$ cat src/rtl/multi_chunk_adder.sv
// Multi-cycle long-integer add/sub, one CHUNK-bit slice per clock, LSB slice first.
// Optional signed-overflow output `ovf` is built when MCA_OVF_EN is defined.
module multi_chunk_adder #(
  parameter int WIDTH = 256,
  parameter int CHUNK = 32
) (
  input  logic             clk,
  input  logic             rst,
  input  logic             start,
  input  logic             sub,
  input  logic [WIDTH-1:0] a,
  input  logic [WIDTH-1:0] b,
  input  logic             cin,
  output logic             busy,
  output logic             done,
  output logic [WIDTH-1:0] sum,
  output logic             cout
`ifdef MCA_OVF_EN
  ,
  output logic             ovf
`endif
);

  localparam int N  = WIDTH / CHUNK;
  localparam int KW = (N > 1) ? $clog2(N) : 1;

  typedef enum logic [1:0] {
    S_IDLE,
    S_RUN,
    S_DONE
  } state_t;

  state_t           state_q;
  logic [KW-1:0]    k_q;
  logic             c_q;
  logic [WIDTH-1:0] a_q;
  logic [WIDTH-1:0] b_q;
  logic [WIDTH-1:0] sum_q;
  logic             cout_q;
  logic             busy_q;
  logic             done_q;
`ifdef MCA_OVF_EN
  logic             ovf_q;
`endif

  logic [CHUNK:0]   slice_d;
  logic             last_d;

  // Operands shift down so the adder always reads the low slice.
  assign slice_d = {1'b0, a_q[CHUNK-1:0]}
                 + {1'b0, b_q[CHUNK-1:0]}
                 + {{CHUNK{1'b0}}, c_q};
  assign last_d  = (k_q == KW'(N - 1));

  always_ff @(posedge clk) begin
    if (rst) begin
      state_q <= S_IDLE;
      k_q     <= '0;
      c_q     <= 1'b0;
      a_q     <= '0;
      b_q     <= '0;
      sum_q   <= '0;
      cout_q  <= 1'b0;
      busy_q  <= 1'b0;
      done_q  <= 1'b0;
`ifdef MCA_OVF_EN
      ovf_q   <= 1'b0;
`endif
    end else begin
      done_q <= 1'b0;
      unique case (state_q)
        S_RUN: begin
          sum_q[k_q*CHUNK +: CHUNK] <= slice_d[CHUNK-1:0];
          c_q <= slice_d[CHUNK];
          a_q <= a_q >> CHUNK;
          b_q <= b_q >> CHUNK;
          k_q <= k_q + KW'(1);
          if (last_d) begin
            state_q <= S_DONE;
            k_q     <= '0;
            busy_q  <= 1'b0;
            done_q  <= 1'b1;
            cout_q  <= slice_d[CHUNK];
`ifdef MCA_OVF_EN
            // carry into msb is a^b^s at msb; compare with carry out
            ovf_q   <= a_q[CHUNK-1] ^ b_q[CHUNK-1]
                     ^ slice_d[CHUNK-1] ^ slice_d[CHUNK];
`endif
          end
        end
        default: begin
          if (start) begin
            state_q <= S_RUN;
            busy_q  <= 1'b1;
            a_q     <= a;
            b_q     <= sub ? ~b : b;
            c_q     <= cin ^ sub;
            k_q     <= '0;
          end else begin
            state_q <= S_IDLE;
          end
        end
      endcase
    end
  end

  assign busy = busy_q;
  assign done = done_q;
  assign sum  = sum_q;
  assign cout = cout_q;
`ifdef MCA_OVF_EN
  assign ovf  = ovf_q;
`endif

endmodule

$ cat config.mk
export PLATFORM = sky130hd
export DESIGN_NAME = multi_chunk_adder
export DESIGN_NICKNAME = d
export VERILOG_FILES = /design/src/rtl/multi_chunk_adder.sv
export SDC_FILE = /design/constraint.sdc
export NUM_CORES = 2
export LEC_CHECK = 0
export CORE_AREA = 2 2 305 307
export DETAILED_ROUTE_END_ITERATION = 12
export DIE_AREA = 0 0 307 309
export GPL_ROUTABILITY_DRIVEN = 1
export MAX_ROUTING_LAYER = met4
export PLACE_DENSITY = 0.66
export SYNTH_ARGS = -nofsm -noshare
export SYNTH_HDL_FRONTEND = slang
export SYNTH_SLANG_ARGS = --single-unit
$ cat constraint.sdc
create_clock -name clk -period 6.2 [get_ports clk]
set_input_delay 1.24 -clock clk [delete_from_list [all_inputs] [get_ports clk]]
set_output_delay 1.24 -clock clk [all_outputs]
set_load 0.03 [all_outputs]
==> reports/results.txt <==
Routed met3 length: 9320 um
Power density over cell area: 279 nW/um2
Slowest cell on crit path: xor2_1
Multiplexer area fraction after synthesis: 7.42%
WHS Path Cells: 2
DR vias/cell: 5.29
Syn Inst Count: 4072
Final HPWL DP: 95600 um
Max FO, Critical Path: 8
Commonest non-fill, non-tap cell in the layout: nor2_1
Syn Area/Cell: 8.59 um2
Clock transition at path regs: 60 ps
Final worst path period share: 61.7%
Adder-cell share of the synthesized area: 1.47%
Drc violations: 0
Total grt overflow: 0
Post-Syn Area: 35000 um2
Die ar.: 94900 um2
P&R area growth vs syn: 33.1%
Post-Synth Simple-Gate Area: 15.2%
Hold Path Class: flop to flop
Starting Density: 38.3%
Fin nets: 5180
FF+latch count, synth: 777
Layout fillers: 8653
Yosys warnings: 0
Final wirelength: 131000 um
Combinational family with the most area after synthesis: compound AO/OA/AOI/OAI gates
Outcome: completed
Port bufs: 775
Top Ports: 776
Root buffer cell: clkbuf_16
VDD IR max: 0.000185 V
Share of layout cells above drive strength 1: 4.65%
Reg-to-reg endpoint: sum[218]$_SDFFE_PP0P_
Min-delay src: sum[50]$_SDFFE_PP0P_
First drt pass iteration count: 6
Global-route usage over all layers: 27.1%
Commonest cells after routing, fill and taps aside: nor2_1 (847), dfxtp_1 (777), clkdlybuf4s50_1 (772)
Worst path top cell family by delay: compound AO/OA/AOI/OAI gates
Post-synth EDFFs: 0
CTS tree: built
Netlist cell types: 69
Crit path cell chain: fa_1, fa_1, a21oi_1, o211ai_1, a22o_1, o31ai_1, o21ai_0, xor2_1, a22o_1
Met1 Routed Length: 53900 um
Cts bufs inserted: 88
Via count: 31358
WP data required: 6790 ps
Max Slew Vio Count: 0
Fmax: 0.261 GHz
FF-to-FF setup slack: 2370 ps
Setup WS pre-CTS: 2460 ps
PostCTS Resize Cnt: 0
WP buf/inv: 0
Clock sinks: 777
Yosys top cell by area: dfxtp_1
Iteration-0 DRC Markers: 3002
Clk_skew: 25.0 ps
Worst setup EP type: flop
Crit path launch type: flop
Leak: 17.3 nW
Tmin final: 3830 ps
Xor/xnor share of the synthesized area: 6.96%
FF-to-FF Start: c_q$_SDFFE_PP0P_
H-tree levels: 3
WL/cell: 22.0 um
Measured slew at the worst slew-check pin: 1350 ps
Net count after synthesis: 4629
Die Wd: 307 um
Top Metal Used: met4
Worst skew pair latency: 670 ps
Largest net degree at the start of global routing: 223
Final WS setup: 2370 ps
Cts hold-fix bufs: 0
Ys flop type: dfxtp_1
Yosys top cell area share: 44.5%
Final Hold Fails: 0
DP Area: 43400 um2
Postcts setup bufs: 0
Sequential fraction of the synthesis area: 44.5%
Setup tns final: 0 ps
RePlAce Congestion: 0.905
Fraction of registers with async set/reset: 0%
Worst stage delay on the critical path: 690 ps
MaxCap Viol Count: 0
Max-slew headroom: 9.73%
CP Class: flop to flop
Worst Hold Path EP: sum[50]$_SDFFE_PP0P_
# setup viols final: 0
Post-route ant nets: 0
Final instance area: 46600 um2
FP Rows: 111
Clock Path Buffers: 3
Number of global-route vias before repair: 28719
Die Y: 309 um
Number of cells on the critical path: 9
RSZ-0062 raised after global routing: false
Area of the core: 91400 um2
Routed wl met2: 63000 um
CP arrival: 4420 ps
Synth Area in Compound Gates: 20.5%
Antenna violations before repair: 49
Most area-consuming cells after synthesis: dfxtp_1 (44%), a211oi_1 (10%), nor2_1 (9.1%), mux2i_1 (7.4%), xnor2_1 (6.8%)
Worst reg2reg path depth: 9
First-pass GRT wire length: 189000 um
==> cells in the mapped netlist (all sizes together) (7+ instances only) <==
cell,instances
nor3b,10
or4,7
xnor2,270
and3,11
a211oi,485
nand4,9
o31ai,11
nor2,847
mux2i,258
nand2b,16
buf,63
o21ai,62
inv,12
clkbuf,299
a22oi,26
a22o,55
a21o,14
a21oi,362
nor4,12
o21a,8
o211ai,8
ha,38
nand2,205
xor2,8
nand3b,27
o311ai,9
nor3,33
dfxtp,777
nand3,68
==> final cells by class <==
cell class / count / area [um2] / area share, %
flip-flops and latches: 777 / 15600 / 33.4
diodes: 47 / 118 / 0.253
repair buffers: 823 / 8250 / 17.7
multi-input cells: 2921 / 18100 / 38.8
clock inverters: 34 / 520 / 1.12
well taps: 1186 / 1480 / 3.19
clock buffers: 125 / 2530 / 5.44
inverters: 12 / 45.0 / 0.0967
==> metal layers <==
layer  vias to the layer above  GRT usage (%)
met4                         0           9.91
met1                     14595           32.4
met5                         -              -
li1                      15546              -
met3                       187           6.48
met2                      1030           44.3
==> report_power, final <==
group	total [mW]	internal, mW	switching [mW]
Sequential	5.50	5.28	0.220
Clock	5.51	3.25	2.26
Combinational	1.99	0.889	1.10
==> cells by family (layout without fill, tap and decap cells) <==
| family | after synthesis | in the layout |
|---|---|---|
| fa+ha+maj | 40 | 40 |
| other cells | 0 | 47 |
| mux | 259 | 259 |
| flops | 777 | 777 |
| compound gates | 1074 | 1074 |
| buf+inv | 374 | 994 |
| simple gates | 1270 | 1270 |
| xor+xnor | 278 | 278 |
==> metrics by stage <==
stage                     util [%]  instances  power, mW  hold WS [ps]
after detailed placement      47.5       5719       7.59           442
after global routing          51.0       5924       13.5           473
after global placement        47.5       5719       7.57           433
after CTS                     50.8       5878       13.1           454
final                         51.0       5925       13.0           450
after floorplan                  -       4072       6.74           458
==> how the worst max path moves through the flow <==
stage / from / endpoint / slack (ps)
finish: c_q$_SDFFE_PP0P_ / sum[218]$_SDFFE_PP0P_ / 2370
floorplan: c_q$_SDFFE_PP0P_ / cout$_SDFFE_PP0P_ / 3100
CTS: c_q$_SDFFE_PP0P_ / sum[186]$_SDFFE_PP0P_ / 2440
detailed placement: c_q$_SDFFE_PP0P_ / sum[186]$_SDFFE_PP0P_ / 2460
global placement: c_q$_SDFFE_PP0P_ / sum[148]$_SDFFE_PP0P_ / 2530
global route: c_q$_SDFFE_PP0P_ / sum[250]$_SDFFE_PP0P_ / 2240
==> flip-flops by register name (all words and copies together), names as in the netlist <==
signal,count
a_q,256
b_q,256
sum,256
k_q,3
state_q,2
busy,1
c_q,1
cout,1
done,1
==> worst min-delay path, cell delays in order (launching register included) <==
cell and delay (ps):
dfxtp_1 320, nand2_1 40, o21ai_0 50
Power figures use the tool's default switching activity.
